<file path="src/rtl/switch_debounce.sv">
`timescale 1ns/1ps
// Switch-bank input conditioner: per-bit synchroniser followed by a saturating
// debounce counter, giving a settled vector plus one-cycle rise/fall pulses.
module switch_debounce #(
  parameter int               WIDTH           = 32,
  parameter int               SYNC_STAGES     = 2,
  parameter int               DEBOUNCE_CYCLES = 16,
  parameter logic [WIDTH-1:0] RESET_VALUE     = {WIDTH{1'b0}}
) (
  input  logic             PCLK,
  input  logic             PRESETn,
  input  logic [WIDTH-1:0] i_switch_raw,
  output logic [WIDTH-1:0] o_switch_value,
  output logic [WIDTH-1:0] o_rise_mask,
  output logic [WIDTH-1:0] o_fall_mask,
  output logic             o_change
);

  localparam int               CNT_W    = $clog2(DEBOUNCE_CYCLES + 1);
  localparam logic [CNT_W-1:0] CNT_LAST = CNT_W'(DEBOUNCE_CYCLES - 1);

  logic [WIDTH-1:0] sync_p0 [SYNC_STAGES];
  logic [WIDTH-1:0] sync_q;
  logic [CNT_W-1:0] cnt_p1  [WIDTH];
  logic [CNT_W-1:0] cnt_nxt [WIDTH];
  logic [WIDTH-1:0] flip;

  // Count clears on agreement and on the flip edge, so it can never pass CNT_LAST.
  function automatic logic [CNT_W-1:0] cnt_step(input logic diff,
                                                input logic [CNT_W-1:0] cnt);
    if (!diff || cnt == CNT_LAST) return '0;
    return cnt + CNT_W'(1);
  endfunction

  // Stage 0: synchroniser chain into the PCLK domain
  always_ff @(posedge PCLK or negedge PRESETn) begin
    if (!PRESETn) begin
      for (int s = 0; s < SYNC_STAGES; s++) sync_p0[s] <= RESET_VALUE;
    end else begin
      sync_p0[0] <= i_switch_raw;
      for (int s = 1; s < SYNC_STAGES; s++) sync_p0[s] <= sync_p0[s-1];
    end
  end

  assign sync_q = sync_p0[SYNC_STAGES-1];

  always_comb begin
    flip = '0;
    for (int i = 0; i < WIDTH; i++) begin
      cnt_nxt[i] = cnt_step(sync_q[i] ^ o_switch_value[i], cnt_p1[i]);
      flip[i]    = (sync_q[i] ^ o_switch_value[i]) && (cnt_p1[i] == CNT_LAST);
    end
  end

  // Stage 1: debounce counters, settled vector and edge pulses
  always_ff @(posedge PCLK or negedge PRESETn) begin
    if (!PRESETn) begin
      for (int i = 0; i < WIDTH; i++) cnt_p1[i] <= '0;
      o_switch_value <= RESET_VALUE;
      o_rise_mask    <= '0;
      o_fall_mask    <= '0;
      o_change       <= 1'b0;
    end else begin
      for (int i = 0; i < WIDTH; i++) cnt_p1[i] <= cnt_nxt[i];
      o_switch_value <= o_switch_value ^ flip;
      o_rise_mask    <= flip & sync_q;
      o_fall_mask    <= flip & ~sync_q;
      o_change       <= |flip;
    end
  end

endmodule
</file>
<file path="config.mk">
export PLATFORM = sky130hd
export DESIGN_NAME = switch_debounce
export DESIGN_NICKNAME = d
export VERILOG_FILES = /design/src/rtl/switch_debounce.sv
export SDC_FILE = /design/constraint.sdc
export NUM_CORES = 1
export LEC_CHECK = 0
export CAP_MARGIN = 30
export CORE_UTILIZATION = 51
export CTS_BUF_LIST = sky130_fd_sc_hd__clkbuf_16
export CTS_CLUSTER_SIZE = 20
export DETAILED_ROUTE_END_ITERATION = 6
export PLACE_DENSITY_LB_ADDON = 0.12
export REMOVE_ABC_BUFFERS = 1
export SLEW_MARGIN = 20
export SYNTH_ARGS = -nofsm -noshare
export SYNTH_HDL_FRONTEND = slang
export SYNTH_SLANG_ARGS = --single-unit
</file>
<file path="constraint.sdc">
create_clock -name PCLK -period 2.1 [get_ports PCLK]
set_input_delay 0.42 -clock PCLK [delete_from_list [all_inputs] [get_ports PCLK]]
set_output_delay 0.42 -clock PCLK [all_outputs]
set_load 0.005 [all_outputs]
</file>
==> metrics.md, run 1 <==
| Metric | Value |
|---|---|
| Switch Pwr | 2.741 mW |
| Setup Buffers After CTS | 0 |
| Reg2Reg Setup Slack | around 0.14 ns |
| CP Class | reg -> reg |
| HPWL after DPL | 13.48 mm |
| Seq/Total Area, Yosys | approximately two thirds |
| Min-delay src | sync_p0[35] |
| Yosys reg bits | about 320 |
| IO buf count | 130 |
| Max Cap Viol | 0 |
| Drt initial violations | 260 |
| Io pins | 131 |
| CTS tree | done |
| Cells along the critical path | ha_1, and3_1, ha_1, and3b_1, nor4bb_2, and4_1, nand4_1 |
| Synth top area share | 66.19% |
| Failing checks | design-rule violations |
| Switch share | a little over a fifth |
| Critical path arrival | 2.34 ns |
| Total CTS buffers | 35 |
| Hold Worst Slack | 0.3447 ns |
| Fin nets | 1278 |
| Prevailing post-synth register cell | dfrtp_1 |
| Final period util | 93.41% |
| P&R area growth vs syn | 23.93% |
| DIE WIDTH | roughly 160 um |
| GP Congestion | roughly 0.77 |
| Setup violators final | 0 |
| Most common cell in the synthesized netlist | dfrtp_1 |
| Cells after synthesis | 1003 |
| Slew headroom | between 70% and 80% |
| Core Rows | 56 |
| Clk root buf | clkbuf_16 |
| Initial antenna violation count | 0 |
| First-pass GRT wire length | ~33 mm |
| ANT nets after route | 0 |
| Drt wl/cell | 12.85 um |
| LEAKAGE | 7.405 nW |
| Setup clock skew after layout | 0.01469 ns |
| Post-synth EDFFs | 0 |
| Latest clock arrival within the worst-skew pair | roughly 0.5 ns |
| Clock transition at path regs | 0.06 ns |
| Status | finished with violations |
| Worst-margin pin slew | 0.4122 ns |
| Largest net degree at the start of global routing | 60 |
| CP startpoint | cnt_p1[10] |
| Peak VDD IR | ~1000 uV |
| Layout cell share with drive strength beyond 1 | under 10% |
| Yosys warning count | 0 |
| Die Area | 24420 sq um |
| Via count | 7131 |
| Vias/cell | 4.685 |
| CTS sink count | 321 |
| Clock share of power | between 40% and 50% |
| Slowest library cell on the worst path | dfrtp_1 |
| Synth unique cells | 26 |
| Flop pwr share | 51.8% |
| Vias in the first global route | 7166 |
| Worst path max stage delay | 0.39 ns |
| Max Slew Vio Count | 0 |
| Internal power | 9.908 mW |
| Startpoint Class | register |
| Combinational fraction of design power | roughly 4.3% |
| Synth area leaders | dfrtp_1 66%, ha_1 6.6%, nor2_1 5.6%, xor2_1 4.0%, inv_1 3.6% |
| Most common library cells after synthesis | 321 x dfrtp_1, 180 x nor2_1, 117 x inv_1, 64 x ha_1, 55 x xor2_1 |
| TNS Setup | 0 ns |
| Reg-to-Reg Start | cnt_p1[10] |
| Max Buffers Root-to-Sink | 3 |
| Worst EP required | about 2.5 ns |
| Number of diodes | 0 |
| Aggregate global-route resource usage | 17.26% |
| Avg Inst Size Synth | 12.10 sq um |
| Synthesized area | 12140 sq um |
| Largest fanout on the critical path | 4 |
| Drt pass-1 iters | 6 |
| Die H | approximately 160 um |
| Most frequent CP cell | ha_1 |
| Fmax | 0.5098 GHz |
| Overflow after GRT | 0 |
| Worst setup EP type | register |
| Yosys top cell by area | dfrtp_1 |
| PwrDens | around 840 nW/um^2 |
| Min Clock Period, post-route | 1.962 ns |
| Hold Path Class | reg -> reg |
| Final hold vios | 0 |
| Initial Util | approximately 52% |
| Placeable Area | ~23000 sq um |
| Ys async rst share | 100.0% |
| RSZ-0062 raised after global routing | false |
| Fill cells | roughly 1900 |
| H-tree depth | 2 |
| Routed Wire Length | around 20 mm |
| DRC | 1 |
-- power groups by stage --
stage	combinational (mW)	sequential (mW)	clock [mW]
after floorplan	0.295	6.62	0
after global placement	0.548	6.65	0
after detailed placement	0.561	6.66	0
after CTS	0.567	6.55	5.77
after global routing	0.650	6.57	6.01
final	0.547	6.55	5.55
-- through the flow --
| step | util [%] | cells | total power [mW] | cell area [sq um] | setup WS [ns] |
|---|---|---|---|---|---|
| after detailed placement | 59.70 | 1461 | 7.216 | 13970 | 0.06848 |
| after global placement | 59.70 | 1461 | 7.197 | 13970 | 0.09152 |
| after CTS | 64.18 | 1522 | 12.88 | 15020 | 0.05410 |
| after floorplan | - | 1003 | 6.920 | 12140 | 0.3093 |
| final | 64.26 | 1522 | 12.65 | 15040 | 0.1384 |
| after global routing | 64.26 | 1522 | 13.24 | 15040 | 0.003245 |
-- repair_timing --
action,in CTS,in global routing
hold buffers,1,0
hold endpoints to repair,39,0
endpoints found under the setup margin,0,1
resized for setup,0,3
-- state kept, by name, indices dropped and copies added (netlist names), named ones only --
register,cells
o_rise_mask,32
o_fall_mask,32
cnt_p1,160
o_change,1
sync_p0,32
sync_q,32
-- critical path, delay by kind of cell, from the launching register on --
kind | cells | cell delay [ns]
and+or+nand+nor | 5 | 1.02
adders and majority gates | 2 | 0.43
DFF | 1 | 0.39
-- placed cells by master (no fill, tap or decap), types with 4 or more instances in the layout --
cell type,instances
nand3_1,32
clkinv_2,6
o22ai_1,4
and3b_1,15
or2_2,9
nand3b_1,12
a22o_1,4
nor3b_1,8
ha_1,64
clkdlybuf4s50_1,129
o21ai_0,32
buf_4,4
nand2_1,32
clkinv_1,6
xnor2_1,41
nor3_1,9
nor2_1,180
dfrtp_1,321
nand2b_1,23
xor2_1,55
and3_1,32
buf_12,5
clkbuf_16,35
inv_1,126
-- kinds of logic after synthesis --
family,after synthesis,synth area share (%)
adders and majority gates,64,6.599
AOI/OAI and AO/OA,43,2.031
and+or+nand+nor,362,14.63
DFF,321,66.19
xor gates and xnor gates,96,6.928
buffers and inverters,117,3.619
-- final cells by class --
| type | count | area, sq um | area share [%] |
|---|---|---|---|
| Inverter | 117 | 439.2 | 2.920 |
| Clock inverter | 25 | 163.9 | 1.090 |
| Timing Repair Buffer | 140 | 1446 | 9.617 |
| Tap cell | 319 | 399.1 | 2.654 |
| Sequential cell | 321 | 8033 | 53.41 |
| Clock buffer | 35 | 875.8 | 5.824 |
| Multi-Input combinational cell | 565 | 3682 | 24.48 |
-- path summary, 6_finish.rpt --
| check | to | cells past startpoint |
|---|---|---|
| hold / removal | sync_q[3] | 0 |
| min in group asynchronous | o_rise_mask[10] | 2 |
| setup / recovery | o_change | 7 |
| max in group asynchronous | cnt_p1[104] | 3 |
| hold reg to reg | sync_q[3] | 0 |
| setup reg to reg | o_change | 7 |
-- layer usage --
layer,vias to the layer above,global-route usage (%),wire (um)
met5,-,0,0
met4,0,6.162,510
met3,40,3.905,927
met2,120,27.51,9114
met1,3410,23.33,9002
li1,3561,-,-
Power figures use the tool's default switching activity.
==> run 2: changes to the inputs <==
- CORE_UTILIZATION: 51 -> 55
==> metrics.md, run 2 (synthesis gave the netlist of run 1 again) <==
| Metric | Value |
|---|---|
| Most frequent CP cell | ha_1 |
| CTS tree | done |
| First-pass GRT wire length | 34.27 mm |
| Core Rows | 53 |
| Hold Path Class | reg -> reg |
| Slowest library cell on the worst path | dfrtp_1 |
| Setup clock skew after layout | 0.01387 ns |
| Worst-margin pin slew | 0.4624 ns |
| Clock share of power | between 40% and 50% |
| Fmax | around 0.5 GHz |
| Die H | 150.5 um |
| Hold Crit Endpoint | sync_q[1] |
| Via count | roughly 7000 |
| Area of the multi-input gates | 3691 sq um |
| Min-delay src | sync_p0[33] |
| PwrDens | approximately 870 nW/um^2 |
| Final hold vios | 0 |
| Startpoint Class | register |
| Routed Wire Length | 20.11 mm |
| TNS Setup | 0 ns |
| IO buf count | 130 |
| DRC | 0 |
| Final period util | 93.89% |
| Latest clock arrival within the worst-skew pair | 0.50 ns |
| Hold path cells | 0 |
| Layout cell share with drive strength beyond 1 | between 6 and 7% |
| Met2 WL | 9.481 mm |
| Status | finished clean |
| R2R cell count | 7 |
| Met1 WL | 8.924 mm |
| Peak VDD IR | 726.1 uV |
| Drt wl/cell | 13.58 um |
| HPWL after DPL | 13.96 mm |
| Slew headroom | ~69% |
| H-tree depth | 2 |
| Switch share | 21.24% |
| CP Class | reg -> reg |
| Critical path buffers and inverters | 0 |
| Initial Util | 56.83% |
| Fill cells | approximately 1600 |
| RSZ-0062 raised after global routing | false |
| Worst EP required | 2.47 ns |
| Combinational fraction of design power | 4.2% |
| CTS sink count | 321 |
| Io pins | 131 |
| Clk root buf | clkbuf_16 |
| Max Cap Viol | 0 |
| Register area | 8033 sq um |
| Total CTS buffers | 35 |
| Crit path max-delay family | simple AND/OR/NAND/NOR gates |
| Clock transition at path regs | 0.06 ns |
| Worst path max stage delay | roughly 0.39 ns |
| Setup Buffers After CTS | 0 |
| Overflow after GRT | 0 |
| Worst r2r dst | o_change |
| Largest fanout on the critical path | 5 |
| Tot Pwr | 13.09 mW |
| Number of diodes | 0 |
| Min Clock Period, post-route | 1.972 ns |
| Placeable Area | 21350 sq um |
| Die Area | 22660 sq um |
| Max Buffers Root-to-Sink | 3 |
| Commonest non-fill, non-tap cells in the layout | 321 x dfrtp_1, 180 x nor2_1, 129 x clkdlybuf4s50_1 |
| Largest net degree at the start of global routing | 54 |
| Vias in the first global route | ~7400 |
| Reg-to-Reg Start | cnt_p1[100] |
| GP Congestion | 0.7555 |
| Max reg flops | 160 |
| DIE WIDTH | about 150 um |
| Internal power | 10.31 mW |
| Initial antenna violation count | 0 |
| Setup violators final | 0 |
| ANT nets after route | 0 |
| Vias/cell | a little under 5 |
| Switch Pwr | 2.781 mW |
| Reg2Reg Setup Slack | 0.13 ns |
| Critical path arrival | 2.34 ns |
| Worst setup EP type | register |
| Aggregate global-route resource usage | 19.26% |
| LEAKAGE | 7.454 nW |
| Largest register by flop count | cnt_p1 |
| Fin nets | 1280 |
| Flop pwr share | 50.0% |
| Max Slew Vio Count | 0 |
| Commonest non-fill, non-tap cell in the layout | dfrtp_1 |
| Cells along the critical path | ha_1, and3_1, ha_1, and3b_1, nor4_1, and4_1, nand4_1 |
| Top sig layer | met4 |
| Drt pass-1 iters | 4 |
| Drt initial violations | 310 |
| Metal3 WL | 1.135 mm |
| P&R area growth vs syn | 24.55% |
run 2: cell types whose count changed in the layout (fill, tap and decap cells not counted), sizes merged:
cell	before	now
inv	128	123
buf	10	12
bufinv	2	4
clkbuf	35	37
clkinv	12	14
run 2: how the worst max path moves through the flow:
stage	start	endpoint	slack (ns)	cells past startpoint
5_1_grt	cnt_p1[110]	o_change	0.01	7
2_1_floorplan	cnt_p1[150]	o_change	0.31	7
3_5_place_dp	cnt_p1[90]	o_change	0.03	7
6_report	cnt_p1[100]	o_change	0.13	7
4_1_cts	cnt_p1[90]	o_change	0.01	7
3_3_place_gp	cnt_p1[60]	o_change	0.09	7
run 2: cell type report:
type	count	share of cell area, %
Multi-Input combinational cell	565	24.42
Clock inverter	24	1.374
Tap cell	275	2.276
Timing Repair Buffer	142	9.752
Inverter	117	2.906
Sequential cell	321	53.15
Clock buffer	37	6.126
run 2: what timing repair did:
action                                  CTS  global route
endpoints found under the hold margin    44             0
hold buffers                              1             0
endpoints found under the setup margin    0             1
gates resized for setup                   0             5
run 2: power groups by stage:
stage / logic, mW / clock network [mW] / registers (mW)
floorplan: 0.295 / 0 / 6.62
global placement: 0.553 / 0 / 6.65
detailed placement: 0.567 / 0 / 6.66
CTS: 0.576 / 6.14 / 6.55
global route: 0.664 / 6.40 / 6.57
finish: 0.555 / 5.99 / 6.55
run 2: per-stage QoR:
stage	std cells	hold WS [ns]	util [%]	cell area, sq um	worst slack (ns)
final	1481	0.3452	70.78	15110	0.1283
after global routing	1481	0.3394	70.78	15110	0.01068
after CTS	1481	0.3347	70.66	15090	0.01320
after detailed placement	1419	0.3347	65.30	13940	0.02802
after global placement	1419	0.3316	65.30	13940	0.08701
after floorplan	1003	0.1244	-	12140	0.3093
run 2: worst register-to-register path, cell delays in order (launching register included):
cell     delay, ns
dfrtp_1       0.39
ha_1          0.22
and3_1        0.19
ha_1          0.24
and3b_1       0.22
nor4_1        0.29
and4_1        0.22
nand4_1       0.08
run 2: per-layer routing:
layer,GRT usage (%),vias up
met5,0,-
met3,4.455,45
li1,-,3569
met2,31.45,128
met1,25.05,3468
met4,7.374,0
==> run 3: changes to the inputs <==
- ABC_CLOCK_PERIOD_IN_PS: default -> 2100
- GPL_TIMING_DRIVEN: default -> 0
- SLEW_MARGIN: 20 -> default
==> metrics.md, run 3 (synthesis gave the netlist of run 1 again) <==
| Metric | Value |
|---|---|
| Final hold vios | 9 |
| Die Area | approximately 23000 sq um |
| Max Cap Viol | 0 |
| DIE WIDTH | roughly 150 um |
| Max Buffers Root-to-Sink | 3 |
| Hold Path Class | in -> async |
| Status | finished with violations |
| Slowest library cell on the worst path | dfrtp_1 |
| Setup violators final | 0 |
| Largest register by flop count | cnt_p1 |
| Cells along the critical path | ha_1, and3_1, ha_1, nand3b_1, o2111ai_1, nor4_4, nand4_1 |
| Total CTS buffers | 34 |
| Max reg flops | 160 |
| Min Clock Period, post-route | about 2 ns |
| Layout cell share with drive strength beyond 1 | around 6.3% |
| Failing checks | negative hold slack |
| CTS sink count | 321 |
| Routed Wire Length | 19.38 mm |
| Worst setup EP type | register |
| P&R area growth vs syn | 23.33% |
| Fin nets | between 1000 and 1500 |
| Max Slew Vio Count | 0 |
| Worst-margin pin slew | 0.8826 ns |
| Crit path max-delay family | simple AND/OR/NAND/NOR gates |
| Worst path max stage delay | roughly 0.40 ns |
| Dpl cells | 1410 |
| HPWL after DPL | 12.74 mm |
| Drt initial violations | 264 |
| GP Congestion | 0.7445 |
| CTS tree | done |
| Largest fanout on the critical path | 5 |
| Placeable Area | 21350 sq um |
| Io pins | 131 |
| Setup slack after layout | 0.07128 ns |
| TNS Setup | 0 ns |
| Overflow after GRT | 0 |
| Via count | 7168 |
| Initial Util | 56.83% |
| Drt pass-1 iters | 4 |
| ANT nets after route | 0 |
| Core Rows | 53 |
| Final period util | 96.61% |
| Vias/cell | 4.866 |
| Peak VDD IR | 722.8 uV |
| Vias in the first global route | 7132 |
| Worst EP required | 2.45 ns |
| Dpl ws | -0.1858 ns |
| Aggregate global-route resource usage | 18.28% |
| Slew headroom | 41.16% |
| Largest net degree at the start of global routing | 116 |
| Setup clock skew after layout | 0.02057 ns |
| Clk root buf | clkbuf_16 |
| LEAKAGE | 7.361 nW |
| Fmax | 0.4929 GHz |
| Tot Pwr | 12.39 mW |
| Startpoint Class | register |
| Commonest non-fill, non-tap cell in the layout | dfrtp_1 |
| Critical path buffers and inverters | 0 |
| PwrDens | 827.6 nW/um^2 |
| Critical path arrival | 2.38 ns |
| H-tree depth | 2 |
| Clock transition at path regs | 0.06 ns |
| Hold Worst Slack | -0.04217 ns |
| Commonest non-fill, non-tap cells in the layout | 321 x dfrtp_1, 180 x nor2_1, 129 x clkdlybuf4s50_1 |
| Drt wl/cell | 13.16 um |
| Fill cells | approximately 1600 |
| Latest clock arrival within the worst-skew pair | 0.50 ns |
| Most frequent CP cell | ha_1 |
| IO buf count | 130 |
| CP Class | reg -> reg |
| Number of diodes | 0 |
| Cts hold-fix bufs | 0 |
| First-pass GRT wire length | ~33 mm |
| DRC | 0 |
| Die H | 150.5 um |
| Finished Layout Cells | 1473 |
| Initial antenna violation count | 0 |
-- run 3: cell type report --
class,count,area (sq um),share of cell area [%]
clock buffer,35,875.8,5.852
clock inverter,25,115.1,0.7691
inverter,117,439.2,2.934
multi-input combinational,565,3776,25.23
sequential,321,8033,53.67
tap,275,344.1,2.299
timing repair buffer,135,1384,9.246
-- run 3: metal layers --
| layer | track usage (%) | share of wire, % | wire length (um) | up-vias |
|---|---|---|---|---|
| met3 | 3.758 | 4.7 | 916 | 41 |
| met2 | 29.98 | 48 | 9292 | 116 |
| met1 | 24.32 | 45 | 8741 | 3472 |
| li1 | - | - | - | 3539 |
| met4 | 6.162 | 2.2 | 432 | 0 |
| met5 | 0 | 0 | 0 | - |
-- run 3: stage by stage --
step	cell area [sq um]	util, %
2_1_floorplan	12140	-
3_3_place_gp	13780	64.54
3_5_place_dp	13840	64.82
4_1_cts	14880	69.69
5_1_grt	14970	70.09
6_report	14970	70.09
-- run 3: report_power, final --
part,switching (mW),internal [mW]
Clock,2.28,3.02
Combinational,0.305,0.234
Sequential,0.147,6.40
-- run 3: timing repair --
item	4_1_cts	5_1_grt
pin swaps	0	5
resized for setup	7	16
endpoints found under the setup margin	1	1
buffers inserted	0	3
cloned	0	0
-- run 3: path summary, 6_finish.rpt --
| kind | start | endpoint | slack (ns) | depth (start not counted) |
|---|---|---|---|---|
| max | cnt_p1[40] | o_change | 0.07 | 7 |
| min | PRESETn | o_rise_mask[0] | -0.04 | 1 |
| max reg2reg | cnt_p1[40] | o_change | 0.07 | 7 |
| min reg2reg | sync_p0[44] | sync_q[12] | 0.34 | 0 |
| max in group asynchronous | PRESETn | async pin | 1.05 | 2 |
| min in group PCLK | sync_p0[44] | sync_q[12] | 0.34 | 0 |
